[config.mk]
export PLATFORM = sky130hd
export DESIGN_NAME = conv_stride_engine
export DESIGN_NICKNAME = d
export VERILOG_FILES = /design/src/rtl/conv_stride_engine.sv
export SDC_FILE = /design/constraint.sdc
export NUM_CORES = 1
export LEC_CHECK = 0
export BUFFER_PORTS_ARGS = -buffer_cell sky130_fd_sc_hd__buf_2
export CAP_MARGIN = 20
export CORE_MARGIN = 2
export CORE_UTILIZATION = 35
export CTS_BUF_LIST = sky130_fd_sc_hd__clkbuf_8
export CTS_CLUSTER_DIAMETER = 150
export DETAILED_ROUTE_END_ITERATION = 7
export GPL_TIMING_DRIVEN = 0
export PLACE_DENSITY_LB_ADDON = 0.05
export SLEW_MARGIN = 20
export SYNTH_ARGS = -nofsm -noshare
export SYNTH_HDL_FRONTEND = slang
export SYNTH_SLANG_ARGS = --single-unit
[constraint.sdc]
create_clock -name clk -period 6.1 [get_ports clk]
set_input_delay 1.22 -clock clk [delete_from_list [all_inputs] [get_ports clk]]
set_output_delay 1.22 -clock clk [all_outputs]
set_load 0.005 [all_outputs]
[src/rtl/conv_stride_engine.sv]
// conv_stride_engine: strided 2-D convolution of an R x C input with a K x K
// kernel plus bias. Taps are fetched from external 1-cycle-latency memories
// and accumulated through a multiply pipeline. Results leave through a small
// FIFO on an AXI-Stream master port.
// Optional build macro ZERO_PAD_EN adds the pad_en port and (K-1)/2 zero
// padding for odd K.
module conv_stride_engine #(
  parameter int INW    = 18,
  parameter int R      = 8,
  parameter int C      = 8,
  parameter int MAXK   = 5,
  parameter int MAXS   = 2,
  parameter int ODEPTH = 4,
  localparam int OUTW  = $clog2(64'(MAXK * MAXK) * (64'd1 << (2 * INW - 2)) + (64'd1 << (INW - 1))) + 1,
  localparam int KW    = $clog2(MAXK + 1),
  localparam int SW    = $clog2(MAXS + 1),
  localparam int XAW   = $clog2(R * C),
  localparam int WAW   = $clog2(MAXK * MAXK)
) (
  input  logic                  clk,
  input  logic                  reset,
  input  logic                  start,
`ifdef ZERO_PAD_EN
  input  logic                  pad_en,
`endif
  input  logic [KW-1:0]         K,
  input  logic [SW-1:0]         S,
  input  logic signed [INW-1:0] B,
  output logic [XAW-1:0]        X_read_addr,
  input  logic signed [INW-1:0] X_data,
  output logic [WAW-1:0]        W_read_addr,
  input  logic signed [INW-1:0] W_data,
  output logic                  busy,
  output logic                  done,
  output logic [OUTW-1:0]       OUTPUT_TDATA,
  output logic                  OUTPUT_TVALID,
  input  logic                  OUTPUT_TREADY
);
  localparam int PW     = (ODEPTH > 1) ? $clog2(ODEPTH) : 1;
  localparam int CW     = $clog2(ODEPTH + 1);
  localparam int OW     = $clog2(((R > C) ? R : C) + 2 * MAXK + 1);
  localparam int PRW    = 2 * INW;
  localparam int STAGES = 1;

  typedef enum logic [2:0] {IDLE, INIT, MAC, DRAIN, PUSH, DONE} state_t;
  state_t state, state_nxt;

  logic [KW-1:0]         k_r, tap_i, tap_j;
  logic [SW-1:0]         s_r;
  logic signed [INW-1:0] b_r;
  logic                  pad_r;
  logic [OW-1:0]         out_r, out_c;
  logic [1:0]            dcnt;
  logic [STAGES:0]       vld_pipe;
  logic                  pad_d;
  logic signed [PRW-1:0] prod;
  logic signed [OUTW-1:0] acc;

  int   pp, row, col;
  logic issue, pad_tap, last_tap, last_col, last_row, legal;

  logic [OUTW-1:0] mem [ODEPTH];
  logic [PW-1:0]   wp, rp;
  logic [CW-1:0]   cnt;
  logic            full, push, pop;

  // Window geometry: current tap coordinates, padding test and end-of-grid flags.
  always_comb begin
    pp = 0;
`ifdef ZERO_PAD_EN
    if (pad_r) pp = int'(k_r) / 2;
`endif
    row = int'(out_r) * int'(s_r) + int'(tap_i) - pp;
    col = int'(out_c) * int'(s_r) + int'(tap_j) - pp;
    pad_tap = 1'b0;
`ifdef ZERO_PAD_EN
    pad_tap = (row < 0) || (row >= R) || (col < 0) || (col >= C);
`endif
    issue    = (state == MAC);
    last_tap = (int'(tap_i) == int'(k_r) - 1) && (int'(tap_j) == int'(k_r) - 1);
    last_col = (int'(out_c) + 1) * int'(s_r) + int'(k_r) > C + 2 * pp;
    last_row = (int'(out_r) + 1) * int'(s_r) + int'(k_r) > R + 2 * pp;
    legal    = (k_r != '0) && (s_r != '0) && (int'(k_r) <= R) && (int'(k_r) <= C) &&
               (int'(k_r) <= MAXK) && (int'(s_r) <= MAXS);
    X_read_addr = (issue && !pad_tap) ? XAW'(row * C + col) : '0;
    W_read_addr = issue ? WAW'(int'(tap_i) * int'(k_r) + int'(tap_j)) : '0;
  end

  // FIFO handshake; a full FIFO still takes a push when it pops the same cycle.
  always_comb begin
    pop           = OUTPUT_TVALID && OUTPUT_TREADY;
    full          = (cnt == CW'(ODEPTH));
    push          = (state == PUSH) && (!full || pop);
    OUTPUT_TVALID = (cnt != '0);
    OUTPUT_TDATA  = mem[rp];
    busy          = (state != IDLE);
    done          = (state == DONE);
  end

  // Next-state logic.
  always_comb begin
    state_nxt = state;
    case (state)
      IDLE:    if (start) state_nxt = INIT;
      INIT:    state_nxt = legal ? MAC : DONE;
      MAC:     if (last_tap) state_nxt = DRAIN;
      DRAIN:   if (dcnt == 2'd2) state_nxt = PUSH;
      PUSH:    if (push) state_nxt = (last_col && last_row) ? DONE : INIT;
      DONE:    state_nxt = IDLE;
      default: state_nxt = IDLE;
    endcase
  end

  // State register.
  always_ff @(posedge clk or posedge reset) begin
    if (reset) state <= IDLE;
    else       state <= state_nxt;
  end

  // Run configuration capture plus output-position, tap and drain counters.
  always_ff @(posedge clk or posedge reset) begin
    if (reset) begin
      k_r <= '0; s_r <= '0; b_r <= '0; pad_r <= 1'b0;
      out_r <= '0; out_c <= '0; tap_i <= '0; tap_j <= '0; dcnt <= '0;
    end else begin
      case (state)
        IDLE: if (start) begin
          k_r <= K; s_r <= S; b_r <= B;
`ifdef ZERO_PAD_EN
          pad_r <= pad_en & K[0];
`else
          pad_r <= 1'b0;
`endif
          out_r <= '0; out_c <= '0;
        end
        INIT: begin
          tap_i <= '0; tap_j <= '0; dcnt <= '0;
        end
        MAC: begin
          if (int'(tap_j) == int'(k_r) - 1) begin
            tap_j <= '0;
            tap_i <= tap_i + 1'b1;
          end else begin
            tap_j <= tap_j + 1'b1;
          end
        end
        DRAIN: dcnt <= dcnt + 1'b1;
        PUSH: if (push) begin
          if (last_col) begin
            out_c <= '0;
            out_r <= out_r + 1'b1;
          end else begin
            out_c <= out_c + 1'b1;
          end
        end
        default: ;
      endcase
    end
  end

  // MAC pipeline: data arrives the cycle after issue, product registered,
  // then accumulated. Padding taps carry a zero product.
  always_ff @(posedge clk or posedge reset) begin
    if (reset) begin
      vld_pipe <= '0; pad_d <= 1'b0; prod <= '0; acc <= '0;
    end else begin
      vld_pipe <= {vld_pipe[STAGES-1:0], issue};
      pad_d    <= pad_tap;
      if (vld_pipe[0]) prod <= pad_d ? '0 : X_data * W_data;
      if (state == INIT)
        acc <= {{(OUTW-INW){b_r[INW-1]}}, b_r};
      else if (vld_pipe[STAGES])
        acc <= acc + {{(OUTW-PRW){prod[PRW-1]}}, prod};
    end
  end

  // FIFO pointers and occupancy.
  always_ff @(posedge clk or posedge reset) begin
    if (reset) begin
      wp <= '0; rp <= '0; cnt <= '0;
    end else begin
      if (push) wp <= (wp == PW'(ODEPTH - 1)) ? '0 : wp + 1'b1;
      if (pop)  rp <= (rp == PW'(ODEPTH - 1)) ? '0 : rp + 1'b1;
      cnt <= cnt + CW'(push) - CW'(pop);
    end
  end

  // FIFO storage; contents are don't-care while cnt is zero.
  always_ff @(posedge clk) begin
    if (push) mem[wp] <= acc;
  end
endmodule

Word-level counts from Yosys, hierarchy flattened --
Memory sizes are Yosys's and may differ from the RTL's. Cells that the tools add are included.
Word-level totals: output and inout bits 54, bits in writable memories 160, memories kept 1, bits in registers 129
Memories:
- mem | depth 4, width 40, read ports 1, clocked after memory_dff 0, wr ports 1, line 62 | logic [OUTW-1:0] mem [ODEPTH];
Operators by class: multiply operators 6, equal/unequal tests 17, $add $sub $neg 19, order comparisons 4, mux-type cells 27, reductions and logical operators 23
Operators by type and width (count):
- 40-bit 2-to-1 mux | 2
- 40-bit adder | 1
- 18-bit by 18-bit multiplier with 36-bit output | 1
- 5-bit 2-to-1 mux | 6
- 3-bit 2-to-1 mux | 8
- 5-bit case mux with 2 select lines | 2
- 8-bit by 3-bit adder with 9-bit output | 2
- 9-bit by 4-bit greater-than comparator with 1-bit output, second input constant | 2
- 6-bit by 2-bit multiplier with 8-bit output | 2
- 3-bit case mux with 5 select lines | 1
- 5-bit by 1-bit adder with 6-bit output, second input constant | 2
- 3-bit case mux with 2 select lines | 2
- 5-bit by 1-bit adder with 5-bit output, second input constant | 2
- 2-bit nonzero test | 5
- 3-bit equality test, second input constant | 3
- 3-bit nonzero test | 3
- 4-bit equality test | 2
- 2-bit inequality test, second input constant | 4
- 4-bit AND reduction | 2
- 1-bit logical AND | 7
- 2-bit by 1-bit adder with 2-bit output, second input constant | 3
- 3-bit by 1-bit adder with 3-bit output, second input constant | 2
- 6-bit by 3-bit adder with 6-bit output | 1
- 6-bit adder | 1
- other kinds (23) | 30

Logic depth before layout (Yosys ltp) --
word-level depth 8, gate-level depth with buffers 25, depth with buffers taken out 23

Least setup slack after synthesis --
No wires, ideal clock.
path type input -> register, from input port W_data[11], to register prod[34], data arrival time 7.386 ns, path buffers 2, stages on the path 24, setup slack -1.407 ns, path through clkbuf_1 -> clkbuf_1 -> nand2_1 -> fa_1 -> inv_1 -> fa_1 -> inv_1 -> fa_1 -> inv_1 -> fa_1 -> fa_1 -> inv_1 -> fa_1 -> inv_1 -> ha_1 -> a21o_1 -> o21bai_1 -> a221oi_4 -> a41oi_2 -> and4_4 -> or3_4 -> a41oi_2 -> o41ai_1 -> a41o_1
On the way: cells in the longest elaborated chain, start to end 1
RTL lines:
- start, declared | line 32 | input logic signed [INW-1:0] W_data,
- 18-bit by 18-bit multiplier with 36-bit output | line 169 | if (vld_pipe[0]) prod <= pad_d ? '0 : X_data * W_data;
- end signal, assigned | line 169
- end, declared | line 56 | logic signed [PRW-1:0] prod;
No other way between the ends. A chain may end at the register's enable or synchronous reset.

Worst setup path in the final report --
from input port W_data[8], to register prod[34]
The elaborated chain is that of the path after synthesis.

==> impl_metrics.env <==
export IMPL_grt_overflow=0
export IMPL_cp_slowest_stage_delay_ps=550
export IMPL_fill_cells=7124
export IMPL_cp_max_fo=8
export IMPL_regArea_sq_um=8030
export IMPL_rows=98
export IMPL_holdCritPathClass="register to register"
export IMPL_areaGrowthSynthToFinish_pct=15.8
export IMPL_die_area_sq_um=74600
export IMPL_ctsLongestPathBuffers=3
export IMPL_timing_slew_headroom_pct=35.8
export IMPL_setup_violations_final=13
export IMPL_r2r_start="s_r[0]"
export IMPL_yosysWarnings=0
export IMPL_yosysMostFrequentCell="inv_1"
export IMPL_worstSetupStartpointType="input port"
export IMPL_yosys_most_used_dff="edfxtp_1"
export IMPL_track_usage_pct=19.0
export IMPL_synth_area_sq_um=25300
export IMPL_ys_types=65
export IMPL_hp_start="vld_pipe[0]"
export IMPL_synth_edff_count=160
export IMPL_cts_tree="done"
export IMPL_grt_pass1_wl_mm=109
export IMPL_die_width_um=273
export IMPL_fin_crit_sh_pct=108
export IMPL_violations="setup timing"
export IMPL_clock_fmax_mhz=152
export IMPL_synth_top_area_share_pct=21.6
export IMPL_vias=17485
export IMPL_fin_nets=3123
export IMPL_place_port_buffers=106
export IMPL_synth_nets=2938
export IMPL_final_hold_viol_count=0
export IMPL_synthTopCellsByCount="361 x inv_1, 299 x nand2_1, 273 x fa_1"
export IMPL_dr_pass1_iters=5
export IMPL_cp_top_family="adder cells"
export IMPL_fin_worst_skew_ps=14.8
export IMPL_drc_errors=0
export IMPL_crit_slowest_cell="fa_1"
export IMPL_syn_instance_count=2402
export IMPL_routedWlPerCell_um=19.4
export IMPL_clock_latency_ps=600
export IMPL_hold_ws_ps=376
export IMPL_async_flop_share_pct=44.6
export IMPL_first_global_vias=18585
export IMPL_grt_max_degree=71
export IMPL_drt_total_wl_mm=69.3
export IMPL_core_area_sq_um=71600
export IMPL_path_common_cell="fa_1"
export IMPL_worstPathArrival_ps=7050
export IMPL_critical_path_class="input port to register"
export IMPL_place_hpwl_mm=54.8
export IMPL_cts_sinks=289
export IMPL_drive_gt1_share_pct=16.0
export IMPL_layout_setup_ws_ps=-463
export IMPL_rsz0062_at_grt="yes"
export IMPL_htreeDepth=2
export IMPL_post_route_min_period_ps=6560
export IMPL_endpoint_kind="register"
export IMPL_multi_input_area_sq_um=16000
export IMPL_antenna_found_initial=1
export IMPL_cts_root_buf="clkbuf_8"
export IMPL_start_util_pct=35.4
export IMPL_io_pins=117
export IMPL_maxSlewViolCount=0
export IMPL_clk_pin_slew_ps=50
export IMPL_worstPathRequired_ps=6590
export IMPL_cap_violations=0
export IMPL_avgSynthCellArea_sq_um=10.5
export IMPL_outcome="finished with violations"
export IMPL_cp_startpoint="W_data[8]"
export IMPL_synth_seq_cells=289
export IMPL_worstPathBufferInverterCount=6
export IMPL_drt_iter0_drc=835
export IMPL_ys_top_cells_by_area="fa_1 22%, edfxtp_1 19%, dfrtp_1 13%, ha_1 9.9%, inv_1 5.3%"
export IMPL_viasPerCell=4.89
export IMPL_die_y_um=273
export IMPL_gp_congestion=0.874
export IMPL_postRouteAntennaNets=0
export IMPL_crit_chain="buf_12, clkbuf_16, and2_4, fa_1, inv_2, fa_2, fa_1, fa_1, inv_1, fa_1, inv_1, fa_1, inv_2, ha_4, a21o_1, a21oi_4, o21bai_4, a221oi_4, a41oi_2, and4_4, or3_4, a41oi_2, o41ai_1, a41o_1"
export IMPL_ys_seq_area_share_pct=31.7
export IMPL_synth_top_cell_by_area="fa_1"
export IMPL_worst_slew_pin_slew_ps=962
export IMPL_cts_made_buffers=47
repair_timing:
action | in CTS | in global routing
setup endpoints to repair | 21 | 17
resized for setup | 142 | 43
hold buffers | 0 | 0
hold endpoints to repair | 0 | 0
buffers inserted | 25 | 6
pin swaps | 37 | 39
area by class of cell:
cell class,count,share of cell area [%]
timing repair buffer,137,3.16
sequential,289,27.4
inverter,361,4.64
clock buffer,53,2.49
antenna,2,0.0171
buffer,98,3.20
clock inverter,30,0.473
multi-input combinational,1653,54.6
tap,950,4.05
sequential cells by signal (all words and copies together), names as in the netlist, 5 cells and up:
signal / cells
mem: 160
acc: 40
prod: 36
b_r: 18
out_c: 5
out_r: 5
path summary, 6_finish.rpt:
| kind | end | slack, ps | cells after the start |
|---|---|---|---|
| min | vld_pipe[1] | 380 | 0 |
| min in group asynchronous | cnt[2] | 670 | 2 |
| min reg2reg | vld_pipe[1] | 380 | 0 |
| max reg2reg | out_r[3] | 1460 | 18 |
| max | prod[34] | -460 | 24 |
| max in group asynchronous | prod[8] | 4730 | 3 |
cell usage in the layout, fill, tap and decap left out, drive strengths merged, types with 11 or more instances in the layout:
cell type / instances
mux4: 40
a31oi: 11
nor2: 67
edfxtp: 160
xor2: 28
dfrtp: 129
clkbuf: 134
mux2: 44
xnor2: 55
and3: 20
nor2b: 19
and2: 163
o21ai: 80
buf: 154
a21oi: 112
fa: 273
nand3: 34
mux2i: 19
a21o: 46
nand2: 299
nand2b: 13
ha: 200
nor3: 20
inv: 387
through the flow:
| step | area (sq um) | utilization, % | worst slack [ps] | instances | TNS [ps] |
|---|---|---|---|---|---|
| 5_1_grt | 29300 | 41.0 | -578 | 3572 | -5610 |
| 3_3_place_gp | 27500 | 38.3 | -1650 | 3458 | -64070 |
| 3_5_place_dp | 27500 | 38.4 | -1690 | 3459 | -26550 |
| 2_1_floorplan | 25700 | - | -693 | 2402 | -4770 |
| 6_report | 29300 | 41.0 | -463 | 3573 | -3520 |
| 4_1_cts | 29200 | 40.8 | -414 | 3567 | -2970 |
kinds of logic after synthesis:
family / count (synthesis) / share of synthesized area (%)
AO/OA/AOI/OAI: 329 / 8.20
XOR/XNOR: 83 / 2.87
adder cells (fa/ha/maj): 473 / 31.5
buffers and inverters: 460 / 6.82
flip-flops: 289 / 31.7
multiplexers: 103 / 6.26
AND/OR/NAND/NOR: 665 / 12.7
metal layers:
metal / wire length [um] / GRT usage, %
met1: 33500 / 26.7
met2: 32200 / 31.5
met3: 2170 / 1.88
met4: 1450 / 4.59
met5: 0 / 0
Power is not shown: default switching activity piles up to over one toggle a cycle in this logic, so the estimate is an artifact.
